<file path="src/rtl/nibble_packer_pkg.sv">
// rtl/nibble_packer_pkg.sv - shared types and widths for the nibble packer
// NIBBLE_PACKER_PARITY_EN widens each FIFO entry by one even-parity bit.
package nibble_packer_pkg;

  localparam int NIBBLE_W = 4;
  localparam int BYTE_W   = 8;

`ifdef NIBBLE_PACKER_PARITY_EN
  localparam int ENTRY_W = BYTE_W + 1;
`else
  localparam int ENTRY_W = BYTE_W;
`endif

  typedef enum logic {
    LOW  = 1'b0,
    HIGH = 1'b1
  } pk_state_t;

endpackage

</file>
<file path="src/rtl/nibble_packer_if.sv">
// rtl/nibble_packer_if.sv - nibble-in / byte-out handshake bundle
// NIBBLE_PACKER_PARITY_EN adds parityo alongside datao.
interface nibble_packer_if;
  import nibble_packer_pkg::*;

  logic                validi;
  logic [NIBBLE_W-1:0] datai;
  logic                readyo;
  logic                valido;
  logic [BYTE_W-1:0]   datao;
  logic                readyi;
`ifdef NIBBLE_PACKER_PARITY_EN
  logic                parityo;

  modport master (output validi, datai, readyi,
                  input  readyo, valido, datao, parityo);
  modport slave  (input  validi, datai, readyi,
                  output readyo, valido, datao, parityo);
`else
  modport master (output validi, datai, readyi,
                  input  readyo, valido, datao);
  modport slave  (input  validi, datai, readyi,
                  output readyo, valido, datao);
`endif

endinterface

</file>
<file path="src/rtl/nibble_packer_byte_fifo.sv">
// rtl/nibble_packer_byte_fifo.sv - first-word fall-through FIFO with occupancy count
module byte_fifo #(
  parameter  int DEPTH = 4,
  parameter  int WIDTH = 8,
  localparam int AW    = $clog2(DEPTH)
) (
  input  logic             clk,
  input  logic             rst,
  input  logic             push,
  input  logic             pop,
  input  logic [WIDTH-1:0] wdata,
  output logic [WIDTH-1:0] rdata,
  output logic             full,
  output logic             empty,
  output logic [AW:0]      count
);

  localparam logic [AW:0] FULL_CNT = (AW+1)'(DEPTH);

  logic [WIDTH-1:0] mem [DEPTH];
  logic [AW-1:0]    wr_ptr;
  logic [AW-1:0]    rd_ptr;
  logic             do_push;
  logic             do_pop;

  assign full    = (count == FULL_CNT);
  assign empty   = (count == '0);
  assign do_push = push && !full;
  assign do_pop  = pop && !empty;
  assign rdata   = empty ? '0 : mem[rd_ptr];

  always_ff @(posedge clk) begin
    if (do_push) mem[wr_ptr] <= wdata;
  end

  // Power-of-two depth lets the pointers wrap by natural overflow.
  always_ff @(posedge clk or negedge rst) begin
    if (!rst) begin
      wr_ptr <= '0;
      rd_ptr <= '0;
      count  <= '0;
    end else begin
      if (do_push) wr_ptr <= wr_ptr + 1'b1;
      if (do_pop)  rd_ptr <= rd_ptr + 1'b1;
      case ({do_push, do_pop})
        2'b10:   count <= count + 1'b1;
        2'b01:   count <= count - 1'b1;
        default: count <= count;
      endcase
    end
  end

endmodule

</file>
<file path="src/rtl/nibble_packer.sv">
// rtl/nibble_packer.sv - packs nibble pairs (low first) into bytes buffered in a FIFO
// NIBBLE_PACKER_PARITY_EN stores and presents even parity per byte on parityo.
module nibble_packer
  import nibble_packer_pkg::*;
#(
  parameter  int DEPTH = 4,
  localparam int AW    = $clog2(DEPTH)
) (
  input  logic             clk,
  input  logic             rst,
  nibble_packer_if.slave   bus,
  output logic [AW:0]      count
);

  pk_state_t           state, state_d;
  logic [NIBBLE_W-1:0] hold, hold_d;
  logic                ready;
  logic                push;
  logic                full;
  logic                empty;
  logic [ENTRY_W-1:0]  wdata;
  logic [ENTRY_W-1:0]  rdata;

  always_ff @(posedge clk or negedge rst) begin
    if (!rst) begin
      state <= LOW;
      hold  <= '0;
    end else begin
      state <= state_d;
      hold  <= hold_d;
    end
  end

  // readyo in HIGH follows the registered full, so a pop frees space one cycle later.
  always_comb begin
    state_d = state;
    hold_d  = hold;
    ready   = 1'b0;
    push    = 1'b0;
    case (state)
      LOW: begin
        ready = 1'b1;
        if (bus.validi) begin
          hold_d  = bus.datai;
          state_d = HIGH;
        end
      end
      HIGH: begin
        ready = !full;
        if (bus.validi && !full) begin
          push    = 1'b1;
          state_d = LOW;
        end
      end
      default: begin
        state_d = LOW;
        hold_d  = '0;
      end
    endcase
  end

`ifdef NIBBLE_PACKER_PARITY_EN
  assign wdata       = {^{bus.datai, hold}, bus.datai, hold};
  assign bus.parityo = rdata[BYTE_W];
`else
  assign wdata       = {bus.datai, hold};
`endif

  assign bus.readyo = ready & rst;
  assign bus.valido = !empty;
  assign bus.datao  = rdata[BYTE_W-1:0];

  byte_fifo #(
    .DEPTH (DEPTH),
    .WIDTH (ENTRY_W)
  ) u_fifo (
    .clk   (clk),
    .rst   (rst),
    .push  (push),
    .pop   (!empty && bus.readyi),
    .wdata (wdata),
    .rdata (rdata),
    .full  (full),
    .empty (empty),
    .count (count)
  );

endmodule
</file>
<file path="src/flat_wrapper.sv">
// flat-port wrapper written by rule: the top's interface ports become plain ports
module nibble_packer_flat import nibble_packer_pkg::*;
#(
  parameter  int DEPTH = 4,
  localparam int AW    = $clog2(DEPTH)
)
  (clk, rst, count, bus_validi, bus_datai, bus_readyi, bus_readyo, bus_valido, bus_datao);
  nibble_packer_if bus_i ();
  input  logic clk;
  input  logic rst;
  output logic [AW:0] count;
  input wire logic [$bits(bus_i.validi)-1:0] bus_validi;
  input wire logic [$bits(bus_i.datai)-1:0] bus_datai;
  input wire logic [$bits(bus_i.readyi)-1:0] bus_readyi;
  output wire logic [$bits(bus_i.readyo)-1:0] bus_readyo;
  output wire logic [$bits(bus_i.valido)-1:0] bus_valido;
  output wire logic [$bits(bus_i.datao)-1:0] bus_datao;
  assign bus_i.validi = bus_validi;
  assign bus_i.datai = bus_datai;
  assign bus_i.readyi = bus_readyi;
  assign bus_readyo = bus_i.readyo;
  assign bus_valido = bus_i.valido;
  assign bus_datao = bus_i.datao;
  nibble_packer #(.DEPTH(DEPTH)) u_core (.clk(clk), .rst(rst), .bus(bus_i), .count(count));
endmodule
</file>
<file path="config.mk">
export PLATFORM = sky130hd
export DESIGN_NAME = nibble_packer_flat
export DESIGN_NICKNAME = d
export VERILOG_FILES = /design/src/rtl/nibble_packer_pkg.sv /design/src/rtl/nibble_packer_if.sv /design/src/rtl/nibble_packer_byte_fifo.sv /design/src/rtl/nibble_packer.sv /design/src/flat_wrapper.sv
export SDC_FILE = /design/constraint.sdc
export NUM_CORES = 1
export LEC_CHECK = 0
export ABC_CLOCK_PERIOD_IN_PS = 1900
export CAP_MARGIN = 20
export CORE_ASPECT_RATIO = 0.7
export CORE_MARGIN = 1
export CORE_UTILIZATION = 38
export CTS_BUF_LIST = sky130_fd_sc_hd__clkbuf_16
export CTS_CLUSTER_DIAMETER = 60
export DETAILED_ROUTE_END_ITERATION = 16
export GPL_TIMING_DRIVEN = 0
export PLACE_DENSITY = 0.58
export SETUP_SLACK_MARGIN = 0.15
export SKIP_CTS_REPAIR_TIMING = 1
export SLEW_MARGIN = 20
export SYNTH_ARGS = -nofsm -noshare
export SYNTH_HDL_FRONTEND = slang
export SYNTH_HIERARCHICAL = 1
export SYNTH_SLANG_ARGS = --single-unit
</file>
<file path="constraint.sdc">
create_clock -name clk -period 1.9 [get_ports clk]
set_input_delay 0.475 -clock clk [delete_from_list [all_inputs] [get_ports clk]]
set_output_delay 0.475 -clock clk [all_outputs]
set_load 0.02 [all_outputs]
</file>
# After elaboration in Yosys (flattened, before gate mapping)
# Memories as Yosys holds them, arrays and structs flattened.
# Cells that the tools add are included.
# totals
mem_bits_ro	0
memories	1
ramBits	32
inputBits	8
regBits	12
latch_bits	0
# memory_table
memory	words	width	rd	rd_ports_with_merged_regs	wr	line_no	rtl
u_core.u_fifo.mem	4	8	1	0	1	nibble_packer_byte_fifo.sv:20	logic [WIDTH-1:0] mem [DEPTH];
# op_classes
eq_ne	3
n_bitwise	2
n_mux	10
div_mod_pow	0
shifts	0
multipliers	0
order_cmp	0
add_sub_neg	4
reduce_logical	9
# op_table
cell	n
two-way mux 8 bit	1
two-way mux 1 bit	6
one-hot mux 3 bit (2 select lines)	1
adder 2 x 1 -> 2 bit (second input constant)	2
logical AND 1 bit	4
one-hot mux 1 bit (2 select lines)	2
adder 3 x 1 -> 3 bit (second input constant)	1
equality test 3 bit (second input constant)	1
logical NOT 3 bit	1
subtractor 3 x 1 -> 3 bit (second input constant)	1
equality test 2 x 1 -> 1 bit (second input constant)	1
equality test 2 bit (second input constant)	1
logical NOT 1 bit	2
AND reduction 2 bit	1
nonzero test 2 bit	1
AND 1 bit	1
NOT 1 bit	1

# Depth between registers and ports, before layout
# depth
ltp_word	8
ltp_mapped	11
mapped_depth_nobuf	10

# Cells and area by module
# The synthesis kept the hierarchy.
# by_module_without_submodules
mod	n_inst	area_each_um2	cells_per_inst
byte_fifo	1	1656.6	89
nibble_packer	1	237.7	17

# Least setup slack after synthesis
# Ideal clock, no wire load.
# synth_path
kind	register to register
startpoint	reg u_core.u_fifo.count[0]
endpoint	reg u_core.u_fifo.count[2]
required_ns	1.820
period_less_slack_ns	2.197
path_stages_with_launch	12
arrival_ns	2.117
n_path_buf	1
path_slack_ns	-0.297
cell_sequence	dfrtp_1 > or3_4 > buf_6 > inv_1 > nor2b_1 > and2_4 > ha_1 > inv_1 > fa_1 > xor2_1 > nor2_1 > xor2_1
# synth_lines
item	line_no	rtl
from (decl)	nibble_packer_byte_fifo.sv:15	output logic [AW:0] count
from (signal assigned)	nibble_packer_byte_fifo.sv:46	2'b10: count <= count + 1'b1;
from (signal assigned)	nibble_packer_byte_fifo.sv:47	2'b01: count <= count - 1'b1;
from (signal assigned)	nibble_packer_byte_fifo.sv:48	default: count <= count;
logical NOT 3 bit *	nibble_packer_byte_fifo.sv:27	assign empty = (count == '0);
net u_core.empty	nibble_packer.sv:20	logic empty;
logical NOT 1 bit *	nibble_packer_byte_fifo.sv:29, nibble_packer.sv:80	
logical AND 1 bit	nibble_packer.sv:80	.pop (!empty && bus.readyi),
logical AND 1 bit *	nibble_packer_byte_fifo.sv:29	assign do_pop = pop && !empty;
net u_core.u_fifo.do_pop	nibble_packer_byte_fifo.sv:24	logic do_pop;
equality test 2 x 1 -> 1 bit / equality test 2 bit (equally long branches)	nibble_packer_byte_fifo.sv:45	case ({do_push, do_pop})
one-hot mux 3 bit (2 select lines) / nonzero test 2 bit (equally long branches)	n/a	
# Mark *: on every way through the listed nets, which the timed path passes. The rest lies on a longest branch.
# A chain may end at the register's enable or synchronous reset.

# Worst setup path in the final report
# layout_path
startpoint	reg u_core.u_fifo.count[1]
endpoint	out bus_datao[7]
# layout_between
elab_chain_cells	2
# layout_lines
item	line_no	rtl
logical NOT 3 bit	nibble_packer_byte_fifo.sv:27	
two-way mux 8 bit	nibble_packer_byte_fifo.sv:30	assign rdata = empty ? '0 : mem[rd_ptr];
to (decl)	flat_wrapper.sv:17	output wire logic [$bits(bus_i.datao)-1:0] bus_datao;
# Every way passes these cells.

==> flow_metrics.env <==
export IMPL_rsz0062_at_grt="yes"
export IMPL_seqPwrFrac_pct=34.9
export IMPL_peakVddDrop_mv=0.789
export IMPL_fmax_mhz=465
export IMPL_nFillCells=403
export IMPL_synthXorXnorAreaFrac_pct=2.77
export IMPL_cap_viol_max_count=0
export IMPL_slew_viol_final=0
export IMPL_dr_total_vias=964
export IMPL_wirelength_um=3250
export IMPL_via_per_inst=4.53
export IMPL_synthesis_instances=106
export IMPL_coreArea_mm2=0.00478
export IMPL_crit_required_ns=1.42
export IMPL_htree_num_levels=2
export IMPL_clock_sinks=44
export IMPL_io_buffers=20
export IMPL_outcome="finished with violations"
export IMPL_syn_nets=120
export IMPL_hold_viol=0
export IMPL_dp_hpwl_um=2010
export IMPL_cts_tree="built"
export IMPL_numCtsBuffers=5
export IMPL_seq_area_frac_synth_pct=66.6
export IMPL_critPathArrivalTime_ns=1.68
export IMPL_drive_gt1_share_pct=50.0
export IMPL_rows=21
export IMPL_power_total_uw=4360
export IMPL_slew_headroom_pct=75.8
export IMPL_period_needed_ns=2.15
export IMPL_worst_slack_ns=-0.251
export IMPL_violations="setup timing"
export IMPL_avgSynthCellArea_um2=17.9
export IMPL_internal_power_uw=2990
export IMPL_grt_max_degree=14
export IMPL_skew_ns=0.00438
export IMPL_hold_worst_slack_ns=0.0945
export IMPL_grt_ovfl_total=0
export IMPL_p_per_area_mw_per_mm2=1730
export IMPL_drc=0
export IMPL_critPathCaptureType="output pin"
export IMPL_pwr_share_comb_pct=46.7
export IMPL_gp_congestion=0.674
export IMPL_cts_clk_slew_worst_paths_ns=0.06
export IMPL_firstDrtPassIters=4
export IMPL_dieHeight_um=61.1
export IMPL_grt_pass1_vias=879
export IMPL_layout_nets=157
export IMPL_crit_type="reg -> out"
export IMPL_dieArea_mm2=0.00528
export IMPL_synth_area_mm2=0.00189
export IMPL_antenna_found_initial=0
export IMPL_clk_latency_ns=0.28
export IMPL_post_route_period_util_pct=113
export IMPL_clockBufferDepth=2
export IMPL_syn_to_final_growth_pct=33.2
export IMPL_switching_share_pct=31.5
export IMPL_setup_viol=11
export IMPL_yosys_area_share_simple_pct=8.52
export IMPL_reg2reg_depth=11
export IMPL_yosys_warnings=6
export IMPL_crit_path_max_fanout=5
export IMPL_start_util_pct=39.6
export IMPL_power_leakage_uw=0.00101
export IMPL_min_path_type="in -> async"
export IMPL_r2r_start="u_core/u_fifo/count[1]"
export IMPL_crit_start="u_core/u_fifo/count[1]"
export IMPL_synth_fa_ha_area_share_pct=4.36
export IMPL_synth_compound_area_share_pct=0.925
export IMPL_root_buffer="clkbuf_16"
export IMPL_synthMuxAreaShare_pct=13.8
export IMPL_wl_per_cell_um=15.3
export IMPL_grt_pass1_wl_um=4760
export IMPL_switchingPower_uw=1380
export IMPL_die_x_um=86.4
export IMPL_ioPinCount=21
export IMPL_grt_use_total_pct=13.4
export IMPL_synth_seq_cells=44
export IMPL_synth_top_family_by_area="multiplexers"
export IMPL_ant_nets=0
export IMPL_max_slew_worst_pin_slew_ns=0.363
export IMPL_yosysUniqueCellTypes=25
export IMPL_clockPowerShare_pct=18.4
export IMPL_drt_iter0_markers=47
export IMPL_start_kind="flip-flop"
export IMPL_antennaDiodeCount=0
==> cell usage after synthesis <==
cell | n | area share (%)
a21boi_0 | 1 | 0.40
and2_1 | 12 | 4.0
and2_4 | 1 | 0.46
buf_6 | 2 | 1.2
clkbuf_2 | 1 | 0.26
dfrtp_1 | 12 | 16
edfxtp_1 | 32 | 51
fa_1 | 1 | 1.1
ha_1 | 5 | 3.3
inv_1 | 8 | 1.6
mux2_2 | 1 | 0.59
mux2_4 | 4 | 3.2
mux2i_1 | 1 | 0.53
mux4_2 | 8 | 9.5
nand2_1 | 1 | 0.20
nand3_2 | 1 | 0.53
nor2_1 | 3 | 0.59
nor2b_1 | 1 | 0.33
nor2b_2 | 1 | 0.46
nor2b_4 | 1 | 0.73
nor3b_2 | 1 | 0.66
o21ba_2 | 1 | 0.53
or3_4 | 1 | 0.59
xnor2_1 | 3 | 1.4
xor2_1 | 3 | 1.4
==> area by class of cell <==
cell class	instances	area (um2)	share of cell area, %
repair buffers	30	319	12.6
clock inverters	3	15.0	0.595
inverters	8	35.0	1.39
multi-input cells	51	638	25.3
well taps	69	86.3	3.42
flip-flops and latches	44	1260	50.1
plain buffers	3	40.0	1.59
clock buffers	5	125	4.96
==> worst max-delay path: stages, from the launching register on <==
cell     delay, ns
dfrtp_2       0.43
or3_4         0.44
buf_8         0.15
buf_4         0.13
and2_4        0.13
buf_6         0.12
==> path summary, 6_finish.rpt <==
kind | to | slack, ns
setup / recovery | bus_datao[7] | -0.25
hold / removal | u_core/hold[2] | 0.09
setup reg to reg | u_core/u_fifo/count[2] | -0.22
hold reg to reg | u_core/u_fifo/count[2] | 0.50
max in group asynchronous | u_core/u_fifo/count[1] | 1.52
min in group clk | u_core/u_fifo/count[2] | 0.50
==> logic make-up (layout without fill, tap and decap cells) <==
logic type | count (synthesis) | in the layout
multiplexers | 14 | 14
adder cells (fa/ha/maj) | 6 | 6
XOR/XNOR | 6 | 6
AND/OR/NAND/NOR | 23 | 23
AO/OA/AOI/OAI | 2 | 2
flip-flops | 44 | 44
buffers and inverters | 11 | 49
==> routing by layer <==
metal / track usage, % / part of all wire [%]
met5: 0 / 0
met4: 7.86 / 1.8
met3: 4.02 / 4.2
met2: 21.0 / 45
met1: 17.0 / 49
==> layout by cell type, fill, tap and decap left out, types with 4 or more instances in the layout <==
cell,Yosys,layout
clkdlybuf4s50_1,0,5
dlymetal6s2s_1,0,4
inv_1,8,5
mux2_4,4,4
buf_6,2,9
edfxtp_1,32,32
dfrtp_1,12,9
clkbuf_16,0,7
ha_1,5,4
mux4_2,8,8
buf_4,0,7
and2_4,1,9
==> through the flow <==
stage          worst slack [ns]  cell area, um2  setup TNS, ns  cells  utilization, %
2_1_floorplan            -0.153            1920         -0.297    106               -
3_3_place_gp             -0.828            2210         -15.09    195            46.2
6_report                 -0.251            2520          -2.36    213            52.8
3_5_place_dp             -0.837            2210         -16.20    195            46.2
5_1_grt                  -0.298            2520          -2.94    213            52.8
4_1_cts                  -0.834            2350          -8.78    203            49.1
==> power by group through the flow <==
stage          combinational [uW]  sequential (uW)  clock (uW)
4_1_cts                      1710             1510         823
5_1_grt                      2200             1560         868
6_report                     2040             1520         802
3_5_place_dp                 1700             1530           0
3_3_place_gp                 1670             1520           0
2_1_floorplan                1110             1540           0
==> state kept, by name (all words and copies together) (netlist names) <==
name,flops
u_core/u_fifo/rd_ptr,2
u_core/u_fifo/mem,32
u_core/state,1
u_core/u_fifo/wr_ptr,2
u_core/u_fifo/count,3
u_core/hold,4
(Power assumes the default switching activity.)
==> variant: new RTL, same settings <==
`DEPTH` is set to 4 in 3 places; all go to 2.
--- a/src/rtl/nibble_packer_byte_fifo.sv
+++ b/src/rtl/nibble_packer_byte_fifo.sv
@@ -2,3 +2,3 @@
 module byte_fifo #(
-  parameter  int DEPTH = 4,
+  parameter  int DEPTH = 2,
   parameter  int WIDTH = 8,
--- a/src/rtl/nibble_packer.sv
+++ b/src/rtl/nibble_packer.sv
@@ -5,3 +5,3 @@
 #(
-  parameter  int DEPTH = 4,
+  parameter  int DEPTH = 2,
   localparam int AW    = $clog2(DEPTH)
--- a/src/flat_wrapper.sv
+++ b/src/flat_wrapper.sv
@@ -3,3 +3,3 @@
 #(
-  parameter  int DEPTH = 4,
+  parameter  int DEPTH = 2,
   localparam int AW    = $clog2(DEPTH)
Ports: changed (resized count); port bits go from 21 to 20. The function was not compared with the original's and may differ.
==> variant against the original RTL <==
  * Setup slack gained 0.36 ns
  * Sequential cell count down 19
  * Non-clock buffer count down 10
  * Power fell by 45%
  * Synthesized area decreased by 45%
  * Via count is 40% lower
  * Cell area fell by 45%
  * Die area is 44% lower
  * Wire length fell by 52%
  * Critical path type unchanged
==> variant: results (changes against the original RTL) <==
Layout
  • Number of flip-flops in the largest register: 16 (-50%)
  • Regs by FF count: u_core/u_fifo/mem x16, u_core/hold x4, u_core/u_fifo/count x2
  • Layout cells sized above 1: 0.245 (-0.255)

STA
  • Final WS setup: 0.105 ns (+0.356 ns)
  • Final hold slack: 0.0701 ns (-0.0245 ns)
  • Final Skew: 0.00438 ns (-0.00000266 ns)
  • Slew headroom: 0.728 (-0.0297)

Clocking
  • CTS buffer count: 3 (-2)
  • H-tree Lvls: 1 (-1)
  • Clock Latency Late Sink: 0.25 ns (-0.03 ns)

Yosys
  • Mux share of post-synthesis cell area: 0.135 (-0.00294)
  • Synth Area in Adders: 0.0121 (-0.0315)
  • Register area share after synthesis: 0.680 (+0.0146)
  • Mapped Nets: 77 (-36%)
  • Post-synth EDFFs: 16 (-50%)
  • Top cells by count, synth: edfxtp_1, nor2_1, dfrtp_1
  • Synth top area cells: edfxtp_1, dfrtp_1, mux2i_1, mux2_4, nor2_1

Placement
  • Final GP Congestion: 0.652 (-3.3%)
  • I/O Buffers: 19 (-5.0%)
  • DP HPWL: 1.10 mm (-45%)
  • Placed cell area: 1270 um^2 (-42%)

Status
  • Status: completed

Drt
  • DR WL met2: 751 um (-49%)
  • Final wirelength: 1.57 mm (-52%)
  • Vias/cell: 4.52 (-0.23%)

Setup path
  • Worst r2r path cells: 7 (-4)
  • Reg2reg end: u_core/u_fifo/count[1]
  • R2R Setup Slk: 0.28 ns (+0.50 ns)
  • Arr. time, crit path: 1.32 ns (-0.36 ns)

Pwr
  • Worst vdd ir: 0.839 mV (+6.3%)
  • Leak: 0.662 nW (-34%)
[variant: cell count changes after synthesis, sizes merged, moves of 3 or more]
cell and change:
mux2i +7, dfrtp -3, mux4 -8, and2 -13
inv -6, nor2 +10, ha -4, edfxtp -16
[variant: metal layers]
layer  vias up  global-route usage
li1        288                   -
met1       274               0.150
met2        14               0.215
met3         2              0.0550
met4         0              0.0267
met5         -                   0
[variant: layout make-up]
cell class / count / area (um^2)
fillers: 216 / 1110
flip-flops and latches: 25 / 707
multi-input cells: 40 / 334
repair buffers: 22 / 223
clock buffers: 3 / 75.1
well taps: 34 / 42.5
plain buffers: 1 / 7.51
inverters: 2 / 7.51
clock inverters: 1 / 3.75
[variant: per-stage QoR]
stage               std cells  utilization
CTS                       125        0.536
global route              128        0.557
global placement          121        0.505
detailed placement        121        0.505
finish                    128        0.557
floorplan                  68            -
[variant: cell families after synthesis]
| kind of cell | Yosys count |
|---|---|
| simple gates | 20 |
| buf+inv | 3 |
| xor+xnor | 5 |
| flops | 25 |
| fa+ha+maj | 1 |
| mux | 12 |
| compound gates | 2 |
[variant: how the worst max path moves through the flow]
stage / slack [ns] / start / end / cells after the start
after floorplan: 0.15 / u_core/u_fifo/count[0] / u_core/u_fifo/mem[0][0] / 5
after global placement: -0.67 / rst / bus_readyo / 3
after detailed placement: -0.65 / rst / bus_readyo / 3
after CTS: -0.66 / rst / bus_readyo / 3
after global routing: 0.02 / u_core/u_fifo/count[0] / bus_readyo / 4
final: 0.10 / u_core/u_fifo/count[0] / bus_readyo / 4
[variant: critical path, cell delays in order (launching register included)]
cell and delay [ns]:
dfrtp_2 0.43, nand2b_1 0.17, inv_1 0.09, a21boi_1 0.14, dlymetal6s2s_1 0.23
[variant: where the power goes]
group          leakage [nW]  internal, mW  switching (mW)
clock                0.0423         0.281           0.164
sequential            0.250         0.797           0.125
combinational         0.369         0.521           0.532
